<file path="config.mk">
export PLATFORM = sky130hd
export DESIGN_NAME = irq_ctrl_flat
export DESIGN_NICKNAME = d
export VERILOG_FILES = /design/src/rtl/irq_ctrl_if.sv /design/src/rtl/irq_ctrl.sv /design/src/flat_wrapper.sv
export SDC_FILE = /design/constraint.sdc
export NUM_CORES = 1
export LEC_CHECK = 0
export CAP_MARGIN = 0
export CORE_MARGIN = 2
export CORE_UTILIZATION = 41
export DETAILED_ROUTE_END_ITERATION = 8
export PLACE_DENSITY = 0.71
export SLEW_MARGIN = 5
export SYNTH_ARGS = -nofsm -noshare
export SYNTH_HDL_FRONTEND = slang
export SYNTH_SLANG_ARGS = --single-unit
</file>
<file path="constraint.sdc">
create_clock -name clk -period 1.1 [get_ports clk]
set_input_delay 0.11 -clock clk [delete_from_list [all_inputs] [get_ports clk]]
set_output_delay 0.11 -clock clk [all_outputs]
set_load 0.02 [all_outputs]
</file>
<file path="src/rtl/irq_ctrl_if.sv">
// irq_ctrl_if: signal bundle between the interrupt front end and its
// neighbours (board-level interrupt sources plus the mips core).
// master = sources/core side, slave = irq_ctrl side.
interface irq_ctrl_if #(
  parameter int N_IRQ = 4
) ();
  localparam int CW = (N_IRQ > 1) ? $clog2(N_IRQ) : 1;

  logic [N_IRQ-1:0] irq_in;
  logic [N_IRQ-1:0] irq_mask;
  logic             irq_ack;
  logic             irq_eret;
  logic             interrupter;
  logic [CW-1:0]    irq_cause;
  logic [N_IRQ-1:0] irq_pending;
  logic             irq_busy;

  modport master (
    output irq_in, irq_mask, irq_ack, irq_eret,
    input  interrupter, irq_cause, irq_pending, irq_busy
  );

  modport slave (
    input  irq_in, irq_mask, irq_ack, irq_eret,
    output interrupter, irq_cause, irq_pending, irq_busy
  );
endinterface

</file>
<file path="src/rtl/irq_ctrl.sv">
// irq_ctrl: external-interrupt front end for the mips core.
// Synchronizes N_IRQ raw lines, latches rising edges as pending requests,
// masks them, and hands the lowest-index enabled request to the core via
// an interrupter/ack/eret handshake (no nesting).
// Optional feature: define IRQ_DEBOUNCE_EN to add a per-line stable-count
// filter of DEBOUNCE_CYCLES cycles between synchronizer and edge detector.
module irq_ctrl #(
  parameter int N_IRQ           = 4,
  parameter int SYNC_STAGES     = 2,
  parameter int DEBOUNCE_CYCLES = 4
) (
  input logic        clk,
  input logic        rst,
  irq_ctrl_if.slave  bus
);
  localparam int CW = (N_IRQ > 1) ? $clog2(N_IRQ) : 1;

  if (N_IRQ < 1 || N_IRQ > 16 || SYNC_STAGES < 2 || DEBOUNCE_CYCLES < 1) begin : g_bad_cfg
    $error("irq_ctrl: need 1<=N_IRQ<=16, SYNC_STAGES>=2, DEBOUNCE_CYCLES>=1");
  end

  typedef enum logic [1:0] {IDLE, REQ, SERVICE} state_e;

  logic [SYNC_STAGES-1:0][N_IRQ-1:0] sync_q;
  logic [N_IRQ-1:0] sync_out;
  logic [N_IRQ-1:0] lvl;
  logic [N_IRQ-1:0] lvl_prev_q;
  logic [N_IRQ-1:0] rise;
  logic [N_IRQ-1:0] pend_q, pend_d, pend_clr;
  logic [N_IRQ-1:0] req;
  state_e           state_q, state_d;
  logic             interrupter_q, interrupter_d;
  logic [CW-1:0]    cause_q, cause_d;
  logic             busy_q, busy_d;

  // Lowest set index of a request vector (0 when empty).
  function automatic logic [CW-1:0] first_set(input logic [N_IRQ-1:0] v);
    logic [CW-1:0] idx;
    idx = '0;
    for (int i = N_IRQ - 1; i >= 0; i--) begin
      if (v[i]) idx = CW'(i);
    end
    return idx;
  endfunction

  // Multi-flop synchronizer shifting each raw line into the clk domain.
  always_ff @(posedge clk or posedge rst) begin
    if (rst) sync_q <= '0;
    else     sync_q <= {sync_q[SYNC_STAGES-2:0], bus.irq_in};
  end

  assign sync_out = sync_q[SYNC_STAGES-1];

`ifdef IRQ_DEBOUNCE_EN
  localparam int DBW = $clog2(DEBOUNCE_CYCLES + 1);

  logic [N_IRQ-1:0]          lvl_q, lvl_d;
  logic [N_IRQ-1:0][DBW-1:0] db_cnt_q, db_cnt_d;

  // Level follows the synchronized input only after it has disagreed for
  // DEBOUNCE_CYCLES consecutive cycles; any agreement restarts the count.
  always_comb begin
    lvl_d    = lvl_q;
    db_cnt_d = '0;
    for (int i = 0; i < N_IRQ; i++) begin
      if (sync_out[i] != lvl_q[i]) begin
        if (db_cnt_q[i] == DBW'(DEBOUNCE_CYCLES - 1)) lvl_d[i] = sync_out[i];
        else                                          db_cnt_d[i] = db_cnt_q[i] + 1'b1;
      end
    end
  end

  // Debounced level and counters.
  always_ff @(posedge clk or posedge rst) begin
    if (rst) begin
      lvl_q    <= '0;
      db_cnt_q <= '0;
    end else begin
      lvl_q    <= lvl_d;
      db_cnt_q <= db_cnt_d;
    end
  end

  assign lvl = lvl_q;
`else
  assign lvl = sync_out;
`endif

  // Delayed copy of the level for rising-edge detection.
  always_ff @(posedge clk or posedge rst) begin
    if (rst) lvl_prev_q <= '0;
    else     lvl_prev_q <= lvl;
  end

  assign rise   = lvl & ~lvl_prev_q;
  // A fresh edge on a line being cleared in the same cycle keeps it pending.
  assign pend_d = (pend_q & ~pend_clr) | rise;
  assign req    = pend_q & bus.irq_mask;

  // Pending vector, independent of the mask.
  always_ff @(posedge clk or posedge rst) begin
    if (rst) pend_q <= '0;
    else     pend_q <= pend_d;
  end

  // Handshake FSM: next state and registered outputs.
  always_comb begin
    state_d       = state_q;
    interrupter_d = interrupter_q;
    cause_d       = cause_q;
    busy_d        = busy_q;
    pend_clr      = '0;
    case (state_q)
      IDLE: begin
        if (|req) begin
          cause_d       = first_set(req);
          interrupter_d = 1'b1;
          state_d       = REQ;
        end
      end
      REQ: begin
        // The core taking the exception wins over a same-cycle mask drop.
        if (bus.irq_ack) begin
          pend_clr[cause_q] = 1'b1;
          interrupter_d     = 1'b0;
          busy_d            = 1'b1;
          state_d           = SERVICE;
        end else if (!bus.irq_mask[cause_q]) begin
          interrupter_d = 1'b0;
          state_d       = IDLE;
        end
      end
      SERVICE: begin
        if (bus.irq_eret) begin
          busy_d  = 1'b0;
          state_d = IDLE;
        end
      end
      default: begin
        interrupter_d = 1'b0;
        busy_d        = 1'b0;
        state_d       = IDLE;
      end
    endcase
  end

  // FSM state and output registers.
  always_ff @(posedge clk or posedge rst) begin
    if (rst) begin
      state_q       <= IDLE;
      interrupter_q <= 1'b0;
      cause_q       <= '0;
      busy_q        <= 1'b0;
    end else begin
      state_q       <= state_d;
      interrupter_q <= interrupter_d;
      cause_q       <= cause_d;
      busy_q        <= busy_d;
    end
  end

  assign bus.interrupter = interrupter_q;
  assign bus.irq_cause   = cause_q;
  assign bus.irq_pending = pend_q;
  assign bus.irq_busy    = busy_q;
endmodule

</file>
<file path="src/flat_wrapper.sv">
// flat-port wrapper written by rule: the top's interface ports become plain ports
module irq_ctrl_flat 
#(
  parameter int N_IRQ           = 4,
  parameter int SYNC_STAGES     = 2,
  parameter int DEBOUNCE_CYCLES = 4
)
  (clk, rst, bus_irq_in, bus_irq_mask, bus_irq_ack, bus_irq_eret, bus_interrupter, bus_irq_cause, bus_irq_pending, bus_irq_busy);
  irq_ctrl_if #(.N_IRQ(N_IRQ)) bus_i ();
  input logic clk;
  input logic rst;
  input wire logic [$bits(bus_i.irq_in)-1:0] bus_irq_in;
  input wire logic [$bits(bus_i.irq_mask)-1:0] bus_irq_mask;
  input wire logic [$bits(bus_i.irq_ack)-1:0] bus_irq_ack;
  input wire logic [$bits(bus_i.irq_eret)-1:0] bus_irq_eret;
  output wire logic [$bits(bus_i.interrupter)-1:0] bus_interrupter;
  output wire logic [$bits(bus_i.irq_cause)-1:0] bus_irq_cause;
  output wire logic [$bits(bus_i.irq_pending)-1:0] bus_irq_pending;
  output wire logic [$bits(bus_i.irq_busy)-1:0] bus_irq_busy;
  assign bus_i.irq_in = bus_irq_in;
  assign bus_i.irq_mask = bus_irq_mask;
  assign bus_i.irq_ack = bus_irq_ack;
  assign bus_i.irq_eret = bus_irq_eret;
  assign bus_interrupter = bus_i.interrupter;
  assign bus_irq_cause = bus_i.irq_cause;
  assign bus_irq_pending = bus_i.irq_pending;
  assign bus_irq_busy = bus_i.irq_busy;
  irq_ctrl #(.N_IRQ(N_IRQ), .SYNC_STAGES(SYNC_STAGES), .DEBOUNCE_CYCLES(DEBOUNCE_CYCLES)) u_core (.clk(clk), .rst(rst), .bus(bus_i));
endmodule
</file>
**After elaboration in Yosys (flattened, before gate mapping)**

Cells that the tools add are included.

- Word-level logic and storage cells: 53
- Register bits: 22
- Input bits: 12
- Output and inout bits: 8

- Mux-type cells: 22
- Reduce and logical (&&, ||, !) cells: 7
- Equal/unequal tests: 6
- Bitwise gates (word level): 8
- Magnitude comparators: 2

Operators with widths:

| cell | number |
|---|---|
| 2-to-1 mux 2 bit | 8 |
| bitwise AND 4 bit | 3 |
| AND reduction 3 bit | 3 |
| 2-to-1 mux 4 bit | 2 |
| NOT 4 bit | 2 |
| 2-to-1 mux 1 bit | 7 |
| case mux 1 bit (3 select lines) | 2 |
| case mux 2 bit (3 select lines) | 1 |
| inequality test 2 bit, second input constant | 2 |
| OR 4 bit | 1 |
| OR reduction 4 bit | 1 |
| less-than comparator 2 x 3 -> 1 bit, second input constant | 1 |
| inequality test 3 bit, second input constant | 1 |
| binary-select mux 1 bit (select 2 bit) | 1 |
| demux 1 bit (select 2 bit) | 1 |
| equality test 2 x 1 -> 1 bit, second input constant | 1 |
| equality test 2 bit, second input constant | 1 |
| >= comparator 2 x 1 -> 1 bit, second input constant | 1 |
| logical NOT 2 bit | 1 |
| inequality test 2 x 1 -> 1 bit, second input constant | 1 |
| NOT 1 bit | 2 |
| AND reduction 2 bit | 1 |
| logical AND 1 bit | 1 |

**Depth between registers and ports, before layout**

Gate-level depths: netlist of run 1.

- Depth in word-level cells: 9
- Mapped depth: 4

**Least setup slack after synthesis of run 1**

No wires, ideal clock.

- Path kind: reg2reg
- Start: register u_core.cause_q[1], in the netlist u_core.bus.irq_cause[1]
- End: register u_core.interrupter_q, in the netlist u_core.bus.interrupter
- Setup time: 0.131 ns
- Stages on the path, launching flop included: 4
- Arrival time: 1.207 ns
- Path slack: -0.238 ns
- Required time: 0.969 ns
- Cells stage by stage: dfrtp_1 > mux4_2 > nand2_2 > a22oi_2

- Word-level cells in the longest chain between the ends: 4

RTL lines:

| element | line | RTL |
|---|---|---|
| start: declaration | irq_ctrl.sv:33 | `logic [CW-1:0] cause_q, cause_d;` |
| start signal: assignment | irq_ctrl.sv:157 | `cause_q <= cause_d;` |
| binary-select mux 1 bit (select 2 bit) | irq_ctrl.sv:128 | `end else if (!bus.irq_mask[cause_q]) begin` |
| 2-to-1 mux 1 bit (not written as such) | irq_ctrl.sv:128 |  |
| inequality test 3 bit (no line) | n/a |  |
| AND reduction 3 bit (no line) | n/a |  |
| end signal: assignment | irq_ctrl.sv:156 | `interrupter_q <= interrupter_d;` |
| end: declaration | irq_ctrl.sv:32 | `logic interrupter_q, interrupter_d;` |

No other way between the ends. The select of a mux whose other input is x is not followed.
A chain may end at the register's enable or synchronous reset.

**Final worst setup path of run 1**

- Start: register u_core.pend_q[1], in the netlist u_core.bus.irq_pending[1]
- End: register u_core.cause_q[0], in the netlist u_core.bus.irq_cause[0]

- Word-level cells in the longest chain between the ends: 3
- Elaborated cells on any way between the ends: 5
- Classes of those cells: mux (2); bitwise (1); reduce/logical (2)

RTL lines:

| element | line | RTL |
|---|---|---|
| start: declaration | irq_ctrl.sv:29 | `logic [N_IRQ-1:0] pend_q, pend_d, pend_clr;` |
| start signal: assignment | irq_ctrl.sv:103 | `else pend_q <= pend_d;` |
| bitwise AND 4 bit (*) | irq_ctrl.sv:98 | `assign req = pend_q & bus.irq_mask;` |
| OR reduction 4 bit / 2-to-1 mux 2 bit (equally long branches) | irq_ctrl.sv:115, irq_ctrl.sv:41 |  |
| AND reduction 2 bit (no line) / 2-to-1 mux 2 bit (equally long branches) | n/a |  |

Mark *: on every way between the ends. The rest lies on a longest branch, timed or not.

==> run_results.csv, run 1 <==
group,metric,value,unit
status,violations,"negative setup slack",
global_route,overflow,0,
final_layout,layout-drive-gt1-share,0.388,
pwr,p_clk_frac,0.147,
clocking,cts_hold_buffers,0,
worst_setup_path,worstReg2RegEnd,"u_core.bus.irq_cause[0]$_DFFE_PP0P_",
timing,whs,0.127,ns
global_route,grt_use_total,0.148,
clocking,cts_htree_levels,1,
route,routedWlPerCell,12.1,µm
pwr,intPower,1.91,mW
timing,grt_setup_unrepaired,"yes",
pwr,power,2.88,mW
route,num_vias,589,
global_route,grt_max_degree,23,
worst_setup_path,crit_path_end,"u_core.bus.irq_cause[0]$_DFFE_PP0P_",
timing,setup_viol,6,
synth,syn_area,798,µm²
clocking,path_clk_slew,0.11,ns
timing,finClkSkew,0.00158,ns
floorplan,rows,15,
synth,synth_nets,72,
route,drt_iter0_markers,4,
route,drt_wl_total,1.49,mm
global_route,antenna_found_initial,0,
floorplan,dieArea,2320,µm²
pwr,power.density,2480,nW/µm²
timing,worst_slew_pin_slew,0.267,ns
worst_setup_path,critPathLaunch,"u_core.bus.irq_pending[1]$_DFF_PP0_",
final_layout,multi_input_area,238,µm²
worst_setup_path,critPathMaxStageDelay,0.43,ns
synth,ys_ff_latch,22,
worst_setup_path,end_kind,"flip-flop",
placed_design,place_hpwl,1.10,mm
timing,finalCritPeriodShare,1.13,
timing,fmax,806,MHz
placed_design,gp_congestion,0.879,
synth,syn_area_per_cell,13.3,µm²
timing,final_hold_viol_count,0,
clocking,cts_tree,"done",
final_layout,final_cell_mix,"dfrtp_1, buf_4, clkdlybuf4s50_1, nand2_1, inv_1",
floorplan,ios,20,
pwr,swShare,0.337,
route,remaining_drc_errors,0,
synth,syn_inst,60,
final_layout,finalNonFillerCells,123,
floorplan,fp.dieW,48.1,µm
final_layout,n_fill_cell,140,
placed_design,dp.cells,116,
clocking,cts_root_buf,"clkbuf_4",
timing,finalMaxSlewViolations,0,
worst_setup_path,cp_max_fo,2,
synth,yosys-top-cells-area,"dfrtp_1, a22o_1, inv_1",
synth,seq_area_frac_synth,0.690,
pwr,irDropWorstVdd,0.00117,V
global_route,grt_pass1_wl,2.30,mm
worst_setup_path,reg2reg_setup_slack,-0.14,ns
pwr,p_leak,0.546,nW
timing,slew_headroom,0.822,
route,drtAntennaViolNets,0,
synth,yosysUniqueCellTypes,20,
worst_setup_path,critPathSlowestCell,"dfrtp_2",
final_layout,mostFrequentLayoutCell,"dfrtp_1",
pwr,combinationalPowerShare,0.455,
global_route,grt_pass1_vias,538,
clocking,numCtsBuffers,3,
synth,yosys_warnings,0,
worst_setup_path,worstPathCellList,"a22o_1 -> o21ai_2 -> mux2_4",
timing,fin_tns_setup,-0.307,ns
worst_setup_path,ff2ff_path_depth,3,
clocking,cts_buffer_depth,2,
pwr,power.switching,0.972,mW
worst_setup_path,path_class,"flip-flop to flip-flop",
worst_setup_path,cp-start-kind,"flip-flop",
status,status,"finished, violations left",
timing,finalCriticalPeriod,1.24,ns
final_layout,syn_to_final_growth,45.8,%
synth,netlist.area_leader.share,0.690,
min_path,worst_hold_path_type,"primary input to asynchronous set/reset pin",
synth,synth_top_area_cell,"dfrtp_1",
final_layout,nets,111,
floorplan,die_h,48.1,µm
pwr,power_frac_seq,0.398,
run,maxCapViolations,0,
worst_setup_path,r2r-start,"u_core.bus.irq_pending[1]$_DFF_PP0_",
clocking,insertion_delay,0.29,ns
worst_setup_path,critPathArrivalTime,1.43,ns
floorplan,start_util,0.448,
worst_setup_path,worstPathRequired,1.29,ns
final_layout,regArea,553,µm²
route,dr.pass1.iters,3,
placed_design,io_buffers,19,
floorplan,core,1780,µm²
timing,setup_slack,-0.141,ns
final_layout,num_antenna_cells,0,
clocking,cts_sinks,22,
route,routed_via_density,4.79,
-- synth_stat cells (all sizes together) --
library cell  instances
a21o                  1
a21oi                 4
a22o                  3
a22oi                 1
a32oi                 1
and3b                 1
dfrtp                22
inv                   6
mux2                  1
mux4                  1
nand2                 7
nand2b                1
nand3                 1
nand3b                1
nor2                  2
nor3b                 1
o21ai                 6
-- area by class of cell --
type / count / area share
clock buffer: 4 / 0.0312
timing repair buffer: 34 / 0.243
multi-input combinational: 32 / 0.204
sequential: 22 / 0.475
inverter: 6 / 0.0194
tap: 25 / 0.0269
-- worst max-delay path: cells and delay by family (launching register included) --
kind            cells  cell delay [ns]
compound gates      2             0.40
flops               1             0.43
mux                 1             0.31
-- cells by family (layout without fill, tap and decap cells) --
kind of cell,Yosys count,count (layout),synth area share
muxes,2,2,0.0423
buffers and inverters,6,44,0.0282
and+or+nand+nor,14,14,0.103
DFF,22,22,0.690
AOI/OAI and AO/OA,16,16,0.136
-- sequential cells by signal (all words and copies together), names as in the netlist --
signal,flops
u_core.bus.irq_pending,4
u_core.bus.irq_busy,1
u_core.lvl,4
u_core.sync_q,4
u_core.bus.irq_cause,2
u_core.lvl_prev_q,4
u_core.state_q,2
u_core.bus.interrupter,1
-- per-stage QoR --
stage / util / cell area, µm² / worst slack (ns)
global placement: 0.624 / 1110 / -0.297
floorplan: - / 801 / -0.190
global route: 0.653 / 1160 / -0.172
finish: 0.653 / 1160 / -0.141
CTS: 0.658 / 1170 / -0.109
detailed placement: 0.624 / 1110 / -0.343
-- per-layer routing --
layer | vias to the layer above | GRT usage | part of all wire
met5 | - | 0 | 0
met4 | 0 | 0.0649 | 0.0087
met3 | 2 | 0.0444 | 0.050
met2 | 14 | 0.237 | 0.50
met1 | 288 | 0.187 | 0.44
li1 | 285 | - | -
-- power by group through the flow --
stage | sequential (mW) | clock [mW] | combinational [mW]
after floorplan | 1.35 | 0 | 0.403
after global placement | 1.16 | 0 | 1.23
after detailed placement | 1.17 | 0 | 1.25
after CTS | 1.15 | 0.438 | 1.31
after global routing | 1.17 | 0.485 | 1.41
final | 1.15 | 0.424 | 1.31
-- worst min path at each step --
stage	start	to	depth (start not counted)
6_report	rst	u_core.sync_q[1]$_DFF_PP0_	3
2_1_floorplan	rst	u_core.bus.interrupter$_DFFE_PP0P_	1
3_5_place_dp	u_core.sync_q[3]$_DFF_PP0_	u_core.lvl[3]$_DFF_PP0_	0
5_1_grt	rst	u_core.sync_q[0]$_DFF_PP0_	3
4_1_cts	rst	u_core.state_q[1]$_DFFE_PP0P_	3
3_3_place_gp	u_core.sync_q[3]$_DFF_PP0_	u_core.lvl[3]$_DFF_PP0_	0
-- what timing repair did --
item                       in CTS  in global routing
setup buffers                   3                  1
setup endpoints to repair      15                 15
pin swaps                       1                  2
gates resized for setup        34                  9
Note: power is estimated with default switching activity, not from simulation.
==> run 2, diff against run 1 <==
--- a/config.mk
+++ b/config.mk
@@ -8,8 +8,10 @@
 export CAP_MARGIN = 0
 export CORE_MARGIN = 2
 export CORE_UTILIZATION = 41
+export CTS_CLUSTER_DIAMETER = 150
 export DETAILED_ROUTE_END_ITERATION = 8
 export PLACE_DENSITY = 0.71
+export SKIP_CTS_REPAIR_TIMING = 1
 export SLEW_MARGIN = 5
 export SYNTH_ARGS = -nofsm -noshare
 export SYNTH_HDL_FRONTEND = slang
==> run_results.csv, run 2 (synthesis results as in run 1) <==
group,metric,value,unit
status,status,"finished, violations left",
status,violations,"negative setup slack",
route,routedWlPerCell,12.9,µm
clocking,path_clk_slew,0.11,ns
floorplan,ios,20,
floorplan,start_util,0.448,
placed_design,place_hpwl,1.10,mm
final_layout,syn_to_final_growth,46.6,%
timing,slew_headroom,0.815,
route,drt_wl_total,1.58,mm
pwr,irDropWorstVdd,0.00122,V
placed_design,pre_cts_ws,-0.343,ns
floorplan,rows,15,
floorplan,die_h,48.1,µm
global_route,grt_pass1_wl,2.24,mm
final_layout,layout-drive-gt1-share,0.330,
run,maxCapViolations,0,
placed_design,io_buffers,19,
route,routed_via_density,4.90,
placed_design,dp.cells,116,
global_route,overflow,0,
clocking,cts_tree,"done",
timing,setup_slack,-0.152,ns
worst_setup_path,critPathArrivalTime,1.44,ns
route,drt_iter0_markers,7,
timing,setup_viol,5,
final_layout,num_antenna_cells,0,
clocking,cts_root_buf,"clkbuf_4",
floorplan,core,1780,µm²
final_layout,n_fill_cell,146,
timing,finalCriticalPeriod,1.25,ns
timing,final_hold_viol_count,0,
floorplan,fp.dieW,48.1,µm
global_route,grt_pass1_vias,526,
route,drtAntennaViolNets,0,
clocking,cts_sinks,22,
worst_setup_path,path_class,"flip-flop to flip-flop",
route,remaining_drc_errors,0,
worst_setup_path,critPathMaxStageDelay,0.42,ns
pwr,p_leak,0.564,nW
worst_setup_path,worstPathCellList,"a22o_1 -> o21ai_2 -> mux2_4",
final_layout,nets,110,
timing,finalCritPeriodShare,1.14,
timing,fmax,799,MHz
clocking,cts_buffer_depth,2,
worst_setup_path,worstPathRequired,1.29,ns
min_path,worst_hold_path_type,"primary input to asynchronous set/reset pin",
global_route,grt_use_total,0.145,
clocking,insertion_delay,0.29,ns
placed_design,gp_congestion,0.879,
timing,finClkSkew,0.00164,ns
route,num_vias,598,
route,dr.pass1.iters,4,
global_route,antenna_found_initial,0,
final_layout,final_cell_mix,"dfrtp_1, buf_4, clkdlybuf4s50_1, nand2_1, inv_1",
worst_setup_path,cp_max_fo,2,
global_route,grt_max_degree,23,
timing,grt_setup_unrepaired,"yes",
pwr,power.density,2460,nW/µm²
timing,worst_slew_pin_slew,0.277,ns
worst_setup_path,critPathSlowestCell,"dfrtp_2",
timing,finalMaxSlewViolations,0,
final_layout,mostFrequentLayoutCell,"dfrtp_1",
clocking,numCtsBuffers,3,
worst_setup_path,reg2reg_setup_slack,-0.15,ns
floorplan,dieArea,2320,µm²
clocking,cts_htree_levels,1,
worst_setup_path,cp-start-kind,"flip-flop",
final_layout,finalNonFillerCells,122,
worst_setup_path,end_kind,"flip-flop",
run 2: cell types whose count changed in the layout (fill, tap and decap cells not counted), sizes merged:
cell and change:
buf -7, clkbuf +2, dlymetal6s2s +4
run 2: critical path: cells and delay by family, from the launching register on:
family             cells  cell delay (ns)
DFF                    1             0.42
AOI/OAI and AO/OA      2             0.41
muxes                  1             0.31
run 2: through the flow:
step / power [mW] / hold slack [ns] / utilization / TNS, ns / area [µm²]
floorplan: 1.75 / 0.0991 / - / -0.452 / 801
global placement: 2.38 / 0.334 / 0.624 / -1.46 / 1110
detailed placement: 2.42 / 0.343 / 0.624 / -1.62 / 1110
CTS: 2.85 / 0.130 / 0.644 / -3.17 / 1150
global route: 3.05 / 0.144 / 0.656 / -0.592 / 1170
finish: 2.87 / 0.128 / 0.656 / -0.304 / 1170
run 2: layout make-up:
class | count | area (µm²) | area share
clock buffer | 4 | 36.3 | 0.0310
tap | 25 | 31.3 | 0.0267
inverter | 6 | 22.5 | 0.0193
sequential | 22 | 553 | 0.473
multi-input combinational | 32 | 235 | 0.201
timing repair buffer | 33 | 292 | 0.249
run 2: path summary, 6_finish.rpt:
check	startpoint	endpoint	cells past startpoint
min in group clk	bus_irq_in[3]	u_core.sync_q[3]$_DFF_PP0_	1
worst max-delay path	u_core.bus.irq_pending[1]$_DFF_PP0_	u_core.bus.irq_cause[0]$_DFFE_PP0P_	3
worst min register to register	u_core.sync_q[3]$_DFF_PP0_	u_core.lvl[3]$_DFF_PP0_	0
worst max register to register	u_core.bus.irq_pending[1]$_DFF_PP0_	u_core.bus.irq_cause[0]$_DFFE_PP0P_	3
worst min-delay path	rst	u_core.sync_q[0]$_DFF_PP0_	3
max in group asynchronous	rst	u_core.bus.irq_cause[1]$_DFFE_PP0P_	3
run 2: layer usage:
metal  share of wire  track usage
met5               0            0
met4          0.0082       0.0649
met3           0.049       0.0444
met2            0.50        0.227
met1            0.44        0.185
run 2: report_power, final:
| part | internal [mW] | switching [mW] |
|---|---|---|
| Sequential | 1.00 | 0.147 |
| Combinational | 0.696 | 0.605 |
| Clock | 0.201 | 0.222 |
